$ cat src/rtl/dma_utils_pkg.sv
// ---------------------------------------------------------------------------
// dma_utils_pkg
// Shared types for the DMA descriptor scheduler slice.
//   dma_sched_st_t : scheduler FSM state encoding (IDLE/SELECT/WAIT/DONE)
//   desc_idx_t     : generic descriptor index, wide enough for any slot
//                    count this block is ever built with; consumers slice it
//                    down to their own IDX_W.
// ---------------------------------------------------------------------------
package dma_utils_pkg;

    localparam int DMA_IDX_MAX_W = 16;

    typedef enum logic [1:0] {
        ST_IDLE   = 2'd0,
        ST_SELECT = 2'd1,
        ST_WAIT   = 2'd2,
        ST_DONE   = 2'd3
    } dma_sched_st_t;

    typedef logic [DMA_IDX_MAX_W-1:0] desc_idx_t;

endpackage

$ cat src/rtl/dma_desc_pick.sv
// ---------------------------------------------------------------------------
// dma_desc_pick
// Purely combinational search for the lowest enabled descriptor whose index
// is at or above the scheduler cursor.
// Ports:
//   i_desc_en [NUM_DESC] : per-descriptor enable bits
//   i_cursor  [IDX_W+1]  : first index that may be chosen (may equal NUM_DESC)
//   o_found              : an eligible descriptor exists
//   o_idx     [IDX_W]    : index of that descriptor (0 when none found)
// ---------------------------------------------------------------------------
module dma_desc_pick
    import dma_utils_pkg::*;
#(
    parameter int NUM_DESC = 2,
    parameter int IDX_W    = $clog2(NUM_DESC)
)(
    input  logic [NUM_DESC-1:0] i_desc_en,
    input  logic [IDX_W:0]      i_cursor,
    output logic                o_found,
    output logic [IDX_W-1:0]    o_idx
);

    // Walk from the top slot downwards so the last hit written is the
    // lowest eligible index; the cursor is one bit wider than an index so
    // "past the last slot" never aliases back onto slot 0.
    always_comb begin
        o_found = 1'b0;
        o_idx   = '0;
        for (int k = NUM_DESC - 1; k >= 0; k--) begin
            if (i_desc_en[k] && ((IDX_W+1)'(k) >= i_cursor)) begin
                o_found = 1'b1;
                o_idx   = IDX_W'(k);
            end
        end
    end

endmodule

$ cat src/rtl/dma_desc_scheduler.sv
// ---------------------------------------------------------------------------
// dma_desc_scheduler
// Walks the enabled descriptor slots in ascending order, launching each one
// on the read and write streamers together and waiting for both to finish
// before moving to the next. Tracks abort and AXI error status for the CSRs.
// Ports:
//   clk, rst                      : clock, synchronous active-high reset
//   dma_go_i / dma_abort_i        : CSR start pulse / abort level
//   desc_en_i [NUM_DESC]          : per-descriptor enable
//   rd_str_valid_o, rd_str_idx_o  : read-streamer launch strobe + index
//   rd_done_i                     : read streamer finished current descriptor
//   wr_str_valid_o, wr_str_idx_o  : write-streamer launch strobe + index
//   wr_done_i                     : write streamer finished current descriptor
//   str_abort_o                   : abort to both streamers
//   axi_err_i                     : one-cycle AXI SLVERR/DECERR pulse
//   dma_active_o, dma_done_o      : busy level / one-cycle completion pulse
//   dma_error_o, err_idx_o        : sticky error flag / index of first error
// Build option:
//   DMA_ERR_ABORT_EN : when defined, the first AXI error also raises a
//                      registered abort that stops the run after the current
//                      descriptor drains.
// ---------------------------------------------------------------------------
module dma_desc_scheduler
    import dma_utils_pkg::*;
#(
    parameter int NUM_DESC = 2,
    parameter int IDX_W    = $clog2(NUM_DESC)
)(
    input  logic                clk,
    input  logic                rst,
    input  logic                dma_go_i,
    input  logic                dma_abort_i,
    input  logic [NUM_DESC-1:0] desc_en_i,
    output logic                rd_str_valid_o,
    output logic [IDX_W-1:0]    rd_str_idx_o,
    input  logic                rd_done_i,
    output logic                wr_str_valid_o,
    output logic [IDX_W-1:0]    wr_str_idx_o,
    input  logic                wr_done_i,
    output logic                str_abort_o,
    input  logic                axi_err_i,
    output logic                dma_active_o,
    output logic                dma_done_o,
    output logic                dma_error_o,
    output logic [IDX_W-1:0]    err_idx_o
);

    dma_sched_st_t    r_state;
    dma_sched_st_t    w_next_state;
    logic [IDX_W:0]   r_cursor;
    logic [IDX_W-1:0] r_idx;
    logic [IDX_W-1:0] r_err_idx;
    logic             r_rd_done;
    logic             r_wr_done;
    logic             r_aborted;
    logic             r_error;

    logic             w_found;
    logic [IDX_W-1:0] w_pick_idx;
    logic             w_rd_seen;
    logic             w_wr_seen;
    logic             w_both_done;
    logic [IDX_W:0]   w_next_cursor;
    logic             w_last_desc;
    logic             w_active;
    logic             w_launch;
    logic [IDX_W-1:0] w_cur_idx;
    logic             w_err_abort;
    logic             w_str_abort;

    dma_desc_pick #(
        .NUM_DESC (NUM_DESC),
        .IDX_W    (IDX_W)
    ) u_pick (
        .i_desc_en (desc_en_i),
        .i_cursor  (r_cursor),
        .o_found   (w_found),
        .o_idx     (w_pick_idx)
    );

    // A done pulse counts whether it arrived earlier (sticky flag) or in
    // this very cycle, so the two streamers may finish in any order or
    // together.
    assign w_rd_seen     = r_rd_done | rd_done_i;
    assign w_wr_seen     = r_wr_done | wr_done_i;
    assign w_both_done   = w_rd_seen & w_wr_seen;
    assign w_next_cursor = (IDX_W+1)'(r_idx) + (IDX_W+1)'(1);
    assign w_last_desc   = (w_next_cursor == (IDX_W+1)'(NUM_DESC));
    assign w_active      = (r_state == ST_SELECT) || (r_state == ST_WAIT);
    assign w_launch      = (r_state == ST_SELECT) && !w_str_abort && w_found;
    assign w_cur_idx     = w_launch ? w_pick_idx : r_idx;
    assign w_str_abort   = dma_abort_i | w_err_abort;
    assign str_abort_o   = w_str_abort;

`ifdef DMA_ERR_ABORT_EN
    logic r_err_abort;

    // The error-abort holds from the cycle after the first error through
    // the DONE cycle, so the streamers drain and no further slot launches.
    always_ff @(posedge clk) begin
        if (rst) begin
            r_err_abort <= 1'b0;
        end else if (r_state == ST_DONE) begin
            r_err_abort <= 1'b0;
        end else if (w_active && axi_err_i) begin
            r_err_abort <= 1'b1;
        end
    end

    assign w_err_abort = r_err_abort;
`else
    assign w_err_abort = 1'b0;
`endif

    // State register.
    always_ff @(posedge clk) begin
        if (rst) begin
            r_state <= ST_IDLE;
        end else begin
            r_state <= w_next_state;
        end
    end

    // Next-state logic. Abort beats go in IDLE, and an abort seen in
    // SELECT ends the run without launching. In WAIT the run ends once both
    // streamers report done and either the last slot was handled or an
    // abort was seen at any point during this descriptor.
    always_comb begin
        w_next_state = r_state;
        case (r_state)
            ST_IDLE: begin
                if (dma_go_i && !dma_abort_i) begin
                    w_next_state = ST_SELECT;
                end
            end
            ST_SELECT: begin
                w_next_state = w_launch ? ST_WAIT : ST_DONE;
            end
            ST_WAIT: begin
                if (w_both_done) begin
                    w_next_state = (w_last_desc || r_aborted || w_str_abort)
                                   ? ST_DONE : ST_SELECT;
                end
            end
            ST_DONE: begin
                w_next_state = ST_IDLE;
            end
            default: begin
                w_next_state = ST_IDLE;
            end
        endcase
    end

    // Outputs. Launch strobes exist only in the SELECT cycle that found a
    // slot; between launches the index outputs hold the last launched slot.
    always_comb begin
        rd_str_valid_o = w_launch;
        wr_str_valid_o = w_launch;
        rd_str_idx_o   = w_cur_idx;
        wr_str_idx_o   = w_cur_idx;
        dma_active_o   = w_active;
        dma_done_o     = (r_state == ST_DONE);
        dma_error_o    = r_error;
        err_idx_o      = r_err_idx;
    end

    // Datapath registers: cursor, current index, sticky done flags, abort
    // history and error status. A start clears the status from the previous
    // run; only the first error of a run records its descriptor index.
    always_ff @(posedge clk) begin
        if (rst) begin
            r_cursor  <= '0;
            r_idx     <= '0;
            r_rd_done <= 1'b0;
            r_wr_done <= 1'b0;
            r_aborted <= 1'b0;
            r_error   <= 1'b0;
            r_err_idx <= '0;
        end else begin
            case (r_state)
                ST_IDLE: begin
                    if (dma_go_i && !dma_abort_i) begin
                        r_cursor  <= '0;
                        r_aborted <= 1'b0;
                        r_error   <= 1'b0;
                        r_rd_done <= 1'b0;
                        r_wr_done <= 1'b0;
                    end
                end
                ST_SELECT: begin
                    if (w_launch) begin
                        r_idx <= w_pick_idx;
                    end
                end
                ST_WAIT: begin
                    if (w_str_abort) begin
                        r_aborted <= 1'b1;
                    end
                    if (w_both_done) begin
                        r_rd_done <= 1'b0;
                        r_wr_done <= 1'b0;
                        r_cursor  <= w_next_cursor;
                    end else begin
                        r_rd_done <= w_rd_seen;
                        r_wr_done <= w_wr_seen;
                    end
                end
                default: begin
                end
            endcase
            if (w_active && axi_err_i) begin
                r_error <= 1'b1;
                if (!r_error) begin
                    r_err_idx <= w_cur_idx;
                end
            end
        end
    end

endmodule

$ cat config.mk
export PLATFORM = sky130hd
export DESIGN_NAME = dma_desc_scheduler
export DESIGN_NICKNAME = d
export VERILOG_FILES = /design/src/rtl/dma_utils_pkg.sv /design/src/rtl/dma_desc_pick.sv /design/src/rtl/dma_desc_scheduler.sv
export SDC_FILE = /design/constraint.sdc
export NUM_CORES = 1
export LEC_CHECK = 0
export CAP_MARGIN = 40
export CORE_MARGIN = 5
export CORE_UTILIZATION = 41
export DETAILED_ROUTE_END_ITERATION = 7
export PLACE_DENSITY = 0.72
export SYNTH_ARGS = -nofsm -noshare
export SYNTH_HDL_FRONTEND = slang
export SYNTH_HIERARCHICAL = 1
export SYNTH_SLANG_ARGS = --single-unit
$ cat constraint.sdc
create_clock -name clk -period 1.39 [get_ports clk]
set_input_delay 0.278 -clock clk [delete_from_list [all_inputs] [get_ports clk]]
set_output_delay 0.278 -clock clk [all_outputs]
set_load 0.02 [all_outputs]
Word-level counts from Yosys, hierarchy flattened:

Index checks and enable logic that the tools add are counted.

* bits of input ports: 9
* output and inout bits: 9
* flip-flop bits (word level): 10

* reductions and logical operators: 20
* multiplexer cells: 21
* bitwise logic cells: 4
* add/sub/neg operators: 1
* equality and inequality tests: 7
* $lt $le $gt $ge: 2

Operator list (count)
* $mux 1: 11
* $mux 2: 5
* $pmux 2 s4: 1
* $reduce_and 2->1: 4
* $eq 2x2->1 const B: 3
* $logic_and 1x1->1: 6
* $ne 2x2->1 const B: 3
* $pmux 1 s2: 3
* $reduce_and 3->1: 2
* $reduce_bool 2->1: 3
* $ge 1x2->1 const A: 2
* $pmux 2 s2: 1
* $logic_or 1x1->1: 3
* $add 1x1->2 const B: 1
* $eq 2x1->1 const B: 1
* $logic_not 2->1: 1
* $or 1x1->1: 2
* $and 1x1->1: 1
* $logic_not 1->1: 1
* $not 1->1: 1

Logic depth before layout (Yosys ltp):

Gate-level depths: netlist of the first run.

* depth in word-level cells: 7
* mapped depth: 7
* depth with buffers taken out: 6

Cells and area by module:

Netlist of the first run, hierarchy kept.

By module, submodules not included
* dma_desc_scheduler: times used 1, cells each 69, area each 601.8 µm²
* dma_desc_pick: times used 1, cells each 3, area each 36.3 µm²

Least setup slack after synthesis of the first run:

Ideal clock, no wire load.

* path type: reg2out
* start point: reg r_state[1]
* end point: out wr_str_idx_o
* slack: -0.170 ns
* required time: 1.112 ns
* cell stages (with the launch flop): 6
* buffers on the path: 1
* data arrival time: 1.282 ns
* cells stage by stage: dfxtp_1 -> inv_1 -> ha_1 -> nand3b_1 -> mux2_4 -> buf_4

* word-level cells in the longest chain between the ends: 4

Ends and longest elaborated chain
* start: declaration: line dma_desc_scheduler.sv:48 `dma_sched_st_t r_state;`
* start signal: assignment: line dma_desc_scheduler.sv:120 `r_state <= w_next_state;`
* $eq 2x1->1: line dma_desc_scheduler.sv:90 `assign w_launch = (r_state == ST_SELECT) && !w_str_abort && w_found;`
* $logic_and 1x1->1 (2 in series): line dma_desc_scheduler.sv:90
* $mux 1
* end: declaration: line dma_desc_scheduler.sv:38 `output logic [IDX_W-1:0] wr_str_idx_o,`

Every way passes these cells.

Worst setup path in the final report of the first run:

* start point: reg r_cursor[0]
* end point: out wr_str_idx_o

* word-level cells in the longest chain between the ends: 6
* elaborated cells on any way between the ends: 9
* classes of those cells: order compare: 2; mux: 4; reduce/logical: 3

Ends and longest elaborated chain
* start: declaration: line dma_desc_scheduler.sv:50 `logic [IDX_W:0] r_cursor;`
* start signal: assignment: line dma_desc_scheduler.sv:202 `r_cursor <= w_next_cursor;`
* $ge 1x2->1: line dma_desc_pick.sv:30 `if (i_desc_en[k] && ((IDX_W+1)'(k) >= i_cursor)) begin`
* $logic_and 1x1->1: line dma_desc_pick.sv:30
* $mux 1: line dma_desc_pick.sv:30
* $mux 1 *: line dma_desc_pick.sv:30
* via w_found: line dma_desc_scheduler.sv:58 `logic w_found;`
* $logic_and 1x1->1 *: line dma_desc_scheduler.sv:90
* $mux 1 *

Mark *: on every way through the listed nets, which the timed path passes. The rest lies on a longest branch.

==> impl_results.md, run 1 <==
- #FFs+latches synth: 10
- Total grt overflow: 0
- Slowest CP cell: mux2_4
- Worst hold path class: register to register
- Die footprint: 2450 µm²
- Worst path max stage delay: 0.34 ns
- Power Internal: 1.09 mW
- Reg clk slew, reported paths: 0.06 ns
- Share of synthesized registers carrying an async set or reset: 0%
- Die W: 49.5 µm
- Port buffer count: 17
- Clock Tree Root: clkbuf_4
- Kind of critical path: register to output pin
- Buf+Inv Stages, Crit Path: 1
- Largest delay contributor family on the critical path: multiplexers
- Final period utilization: 123%
- Crit path capture type: output pin
- Fin util: 78.1%
- H-Tree Depth: 1
- Post-Syn Area per Cell: 8.86 µm²
- RSZ-0062 raised after global routing: true
- EDFF count, synth: 0
- Main combinational cell family by area after synthesis: simple AND/OR/NAND/NOR gates
- RePlAce Congestion: 0.749
- IR drop worst, VDD: 1610 µV
- Initial Util: 42.9%
- Setup-failing EPs final: 12
- Fin area: 1160 µm²
- Slew Limit Fails: 0
- Via count: 700
- First-pass GRT wire length: 2860 µm
- Clock power frac: 10.8%
- Die Height: 49.5 µm
- Worst Clk Skew: 0.00459 ns
- Clock Tree Buf Depth: 2
- # fillers: 108
- Cell area after synthesis: 638 µm²
- Initial DRC count: 11
- Pleak: 0.501 nW
- Net Count, Synth: 86
- Hold Fails Final Rpt: 0
- Antenna cell count: 0
- MaxCap Viol Count: 0
- Post-synth top flop: dfxtp_1
- Placement-stage cell area: 937 µm²
- CTS buffer count: 3
- Vias in the first global route: 665
- Finished Layout Cells: 130
- Mux share of post-synthesis cell area: 2.35%
- Relative slew slack: 82.9%
- Worst-path maximum fanout: 3
- Switching share of power: 39.5%
- Pre-CTS WS: -0.916 ns
- Total track usage: 14.9%
- Data required time of the worst path: 1.11 ns
- Post-route ant nets: 0
- Skew-Pair Late Insertion Delay: 0.26 ns
- Slew @ Worst Pin: 0.256 ns
- Post-Syn Instances: 72
- Post-synthesis sequential area ratio: 31.4%
- Status: finished with violations
- Top Ports: 18
- Simple-gate share of the synthesized area: 22.7%
- # nets final: 130
- Fin crit period: 1.70 ns
- Arrival @ worst endpoint: 1.43 ns
- Initial antenna violation count: 0
- Worst Slack Setup Final: -0.315 ns
- Cell variety after synth: 32
- Psw: 0.715 mW
- DRT Pass-1 Iters: 4
- Std cell rows: 14
- Synth Area in Compound Gates: 22.4%
- WL/cell: 13.9 µm
- # hold bufs at CTS: 0
- Register Area: 206 µm²
- Pin count of the biggest net entering global routing: 7
- Power per cell area: 1560 nW/µm²
- Area delta synth->final: 82.2%
- Final WL: 1810 µm
- Layout cell share with drive strength beyond 1: 57.0%
- Sequential power share: 22.6%
- Vias per std cell: 5.38
- Clk sinks: 10
- Violated checks: setup timing
- Floorplan Core Area: 1490 µm²
- Synth warnings: 6
- DP HPWL: 1200 µm
- CP cell instances: nor2b_4 > o21ba_4 > nand3b_1 > mux2_4 > buf_6
- Area of the multi-input gates: 475 µm²
- Residual DRC: 0
- Post-synthesis adder-cell area fraction: 9.80%
- Gate power share: 66.6%
- Placed Cells incl. Taps: 119
- CTS tree: done
- Critical Path Start Type: register
- XOR/XNOR Fraction of Synth Area: 0%
- Fmax: 587 MHz
- Hold_ws: 0.523 ns
stage by stage:
stage	total power, mW	TNS, ns
global placement	1.22	-6.56
floorplan	0.870	-0.155
global route	1.96	-2.37
CTS	1.67	-1.50
finish	1.81	-1.39
detailed placement	1.24	-6.95
registers in the layout (all words and copies together), names as in the netlist:
register and flops:
err_idx_o 1, r_idx 1, r_wr_done 1, r_state 2, r_cursor 2, dma_error_o 1
r_rd_done 1, r_aborted 1
worst paths after layout:
check | from | endpoint | slack [ns] | depth (start not counted)
worst max-delay path | r_cursor[0] | wr_str_idx_o | -0.31 | 5
worst min-delay path | dma_error_o | dma_error_o | 0.52 | 2
worst max register to register | r_cursor[0] | err_idx_o | -0.17 | 8
worst min register to register | dma_error_o | dma_error_o | 0.52 | 2
repair_timing:
item,CTS,global route
resized for setup,67,13
gates cloned,0,0
setup endpoints to repair,18,14
pin swaps,10,5
buffers inserted,6,4
power groups by stage:
| stage | registers [mW] | logic (mW) | clock network, mW |
|---|---|---|---|
| after floorplan | 0.425 | 0.445 | 0 |
| after global placement | 0.395 | 0.821 | 0 |
| after detailed placement | 0.397 | 0.840 | 0 |
| after CTS | 0.405 | 1.07 | 0.198 |
| after global routing | 0.419 | 1.33 | 0.214 |
| final | 0.409 | 1.20 | 0.196 |
cells in the mapped netlist (2+ instances only):
| cell type | number | area share (%) |
|---|---|---|
| nor3_1 | 3 | 2.4 |
| dfxtp_1 | 10 | 31 |
| a21oi_1 | 9 | 7.1 |
| inv_1 | 5 | 2.9 |
| a31oi_1 | 2 | 2.0 |
| buf_4 | 3 | 3.5 |
| nand3b_1 | 2 | 2.4 |
| a211oi_1 | 2 | 2.4 |
| nand2b_1 | 2 | 2.0 |
| ha_1 | 5 | 9.8 |
| or3_1 | 2 | 2.0 |
| nand3_1 | 3 | 2.4 |
| nor2_1 | 3 | 1.8 |
| nand2_1 | 3 | 1.8 |
layout by cell type (no fill, tap or decap), drive strengths merged, types with 2 or more instances in the layout:
cell / instances
buf: 34
dfxtp: 10
a21oi: 9
clkdlybuf4s50: 6
inv: 6
ha: 5
dlygate4sd2: 4
nand3: 3
nor2: 3
clkbuf: 3
nand2: 3
nor3: 3
nand3b: 2
a31oi: 2
a211oi: 2
nand2b: 2
o21ai: 2
nor2b: 2
or3: 2
cells by family after synthesis:
family | Yosys count
AO/OA/AOI/OAI | 21
AND/OR/NAND/NOR | 24
buffers and inverters | 11
multiplexers | 1
adder cells (fa/ha/maj) | 5
flip-flops | 10
worst min-delay path: stages, from the launching register on:
cell and delay, ns:
dfxtp_1 0.35, nand2_1 0.07, a21oi_1 0.05
final cells by class:
type,count,share of cell area [%]
Timing Repair Buffer,44,35.1
Clock buffer,3,1.94
Sequential cell,10,17.8
Tap cell,16,1.72
Multi-Input combinational cell,51,40.9
Inverter,6,2.58
per-layer routing:
layer	vias to the layer above	GRT usage [%]	share of wire, %
met5	-	0	0
met4	0	7.86	1.9
met2	23	22.7	48
li1	344	-	-
met1	328	18.4	44
met3	5	4.82	6.0
(Power assumes the default switching activity.)
==> inputs of run 2 (changes only) <==
--- a/config.mk
+++ b/config.mk
@@ -10,6 +10,7 @@
 export CORE_UTILIZATION = 41
 export DETAILED_ROUTE_END_ITERATION = 7
 export PLACE_DENSITY = 0.72
+export RECOVER_POWER = 25
 export SYNTH_ARGS = -nofsm -noshare
 export SYNTH_HDL_FRONTEND = slang
 export SYNTH_HIERARCHICAL = 1
==> results of run 2 <==
No change in the layout: final DEF, timing and power equal those of run 1.
==> inputs of run 3 (changes only) <==
--- a/config.mk
+++ b/config.mk
@@ -5,7 +5,7 @@
 export SDC_FILE = /design/constraint.sdc
 export NUM_CORES = 1
 export LEC_CHECK = 0
-export CAP_MARGIN = 40
+export CAP_MARGIN = 20
 export CORE_MARGIN = 5
 export CORE_UTILIZATION = 41
 export DETAILED_ROUTE_END_ITERATION = 7
==> constraint.sdc (replaced) <==
create_clock -name clk -period 1.39 [get_ports clk]
set_input_delay 0.278 -clock clk [delete_from_list [all_inputs] [get_ports clk]]
set_output_delay 0.278 -clock clk [all_outputs]
set_load 0.005 [all_outputs]
==> run 3 against run 2 <==
Against the previous run:
- the flow still finishes with violations (setup timing)
- register-to-register slack about the same
- critical path depth did not move
- maximum frequency fell by 2.7%
- largest power group unchanged
- power is 5.5% lower
- die area did not move
- sequential share of layout area grew 0.51 points
- core utilization fell by 3.1 points
- via count increased by 1.7%
- sequential cell count is the same
- final area down 4.0%
- routed wire length up 8.8%
- worst setup slack lost 0.047 ns
==> impl_results.md, run 3 (synthesized netlist as in run 1, its figures left out) <==
- Violated checks: setup timing
- Die Height: 49.5 µm
- # hold bufs at CTS: 0
- Top Ports: 18
- RePlAce Congestion: 0.760
- DP HPWL: 1350 µm
- Clock Tree Buf Depth: 2
- Initial DRC count: 11
- Worst path max stage delay: 0.35 ns
- Most common cell after layout, fill and taps aside: buf_4
- Slew Limit Fails: 0
- Initial antenna violation count: 0
- Tot Pwr: 1.71 mW
- First-pass GRT wire length: 3190 µm
- Clock Tree Root: clkbuf_4
- RSZ-0062 raised after global routing: true
- Largest delay contributor family on the critical path: multiplexers
- Relative slew slack: 82.0%
- Vias in the first global route: 702
- Residual DRC: 0
- Via count: 712
- Hold Fails Final Rpt: 0
- Floorplan Core Area: 1490 µm²
- Worst hold path class: register to register
- Final WL: 1970 µm
- DRT Pass-1 Iters: 4
- Port buffer count: 17
- Status: finished with violations
- Pre-CTS WS: -0.850 ns
- MaxCap Viol Count: 0
- Fin crit period: 1.75 ns
- H-Tree Depth: 1
- Reg clk slew, reported paths: 0.08 ns
- Register Area: 204 µm²
- Die footprint: 2450 µm²
- Total track usage: 16.7%
- Antenna cell count: 0
- Total grt overflow: 0
- Pleak: 0.516 nW
- CTS tree: done
- Worst-path maximum fanout: 3
- Initial Util: 42.9%
- Layout cell share with drive strength beyond 1: 54.8%
- Critical Path Start Type: register
- Worst Clk Skew: 0.00408 ns
- Vias per std cell: 5.44
- Power per cell area: 1530 nW/µm²
- Final period utilization: 126%
- Kind of critical path: register to output pin
- CTS buffer count: 3
- IR drop worst, VDD: 885 µV
- # nets final: 130
- Arrival @ worst endpoint: 1.47 ns
- Std cell rows: 14
- Skew-Pair Late Insertion Delay: 0.28 ns
- WL/cell: 15.0 µm
- Area of the multi-input gates: 443 µm²
- # fillers: 108
- Commonest cells after routing, fill and taps aside: buf_4, buf_6, dfxtp_1
- Crit path capture type: output pin
- Top flop regs: r_cursor: 2 flops, r_state: 2 flops
- Area delta synth->final: 74.9%
- Data required time of the worst path: 1.11 ns
- Worst Slack Setup Final: -0.361 ns
- Fmax: 571 MHz
- Buf+Inv Stages, Crit Path: 1
- Slowest CP cell: mux2_4
- Pin count of the biggest net entering global routing: 8
- Post-route ant nets: 0
- Slew @ Worst Pin: 0.268 ns
- Die W: 49.5 µm
- Setup-failing EPs final: 8
- CP cell instances: nor2b_4 > o21ba_4 > nand3b_1 > mux2_4 > buf_6
- Clk sinks: 10
==> run 3: area by class of cell <==
type                       instances  area share [%]
clock buffer                       4            3.25
inverter                           6            2.69
multi-input combinational         51            39.7
sequential                        10            18.3
tap                               16            1.79
timing repair buffer              44            34.3
==> run 3: timing repair <==
item                       4_1_cts  5_1_grt
setup buffers                    5        2
setup endpoints to repair       18       14
pin swaps                        9        6
resized for setup               53        7
==> run 3: per-stage QoR <==
step | instances | TNS [ns] | cell area [µm²] | util (%) | hold WS [ns]
finish | 131 | -1.49 | 1120 | 75.0 | 0.520
global placement | 120 | -6.03 | 935 | 62.8 | 0.477
CTS | 129 | -1.53 | 1070 | 72.1 | 0.503
global route | 131 | -1.93 | 1120 | 75.0 | 0.555
floorplan | 72 | -0.00548 | 646 | - | 0.458
detailed placement | 120 | -6.53 | 935 | 62.8 | 0.486
==> run 3: per-layer routing <==
| metal | up-vias | GRT usage, % | wire [µm] |
|---|---|---|---|
| li1 | 345 | - | - |
| met1 | 332 | 18.3 | 781 |
| met2 | 30 | 29.4 | 1050 |
| met3 | 5 | 3.31 | 100 |
| met4 | 0 | 9.17 | 42 |
| met5 | - | 0 | 0 |
==> run 3: power breakdown <==
group / switching, mW / leakage, nW / internal (mW)
Combinational: 0.469 / 0.412 / 0.575
Clock: 0.125 / 0.0210 / 0.160
Sequential: 0.0354 / 0.0826 / 0.346
==> run 3: worst register-to-register path, cell delays in order (launching register included) <==
cell      delay [ns]
dfxtp_2         0.34
nor2b_4         0.12
o21ba_4         0.14
nand3b_1        0.13
mux2_4          0.35
buf_4           0.14
buf_6           0.11
nor3_2          0.09
nor3_1          0.05
==> run 3: path summary, 6_finish.rpt <==
kind	end	from	slack, ns	cells past startpoint
max reg2reg	err_idx_o	r_cursor[0]	-0.17	8
min	err_idx_o	err_idx_o	0.52	2
max	rd_str_idx_o	r_cursor[0]	-0.36	5
min reg2reg	err_idx_o	err_idx_o	0.52	2
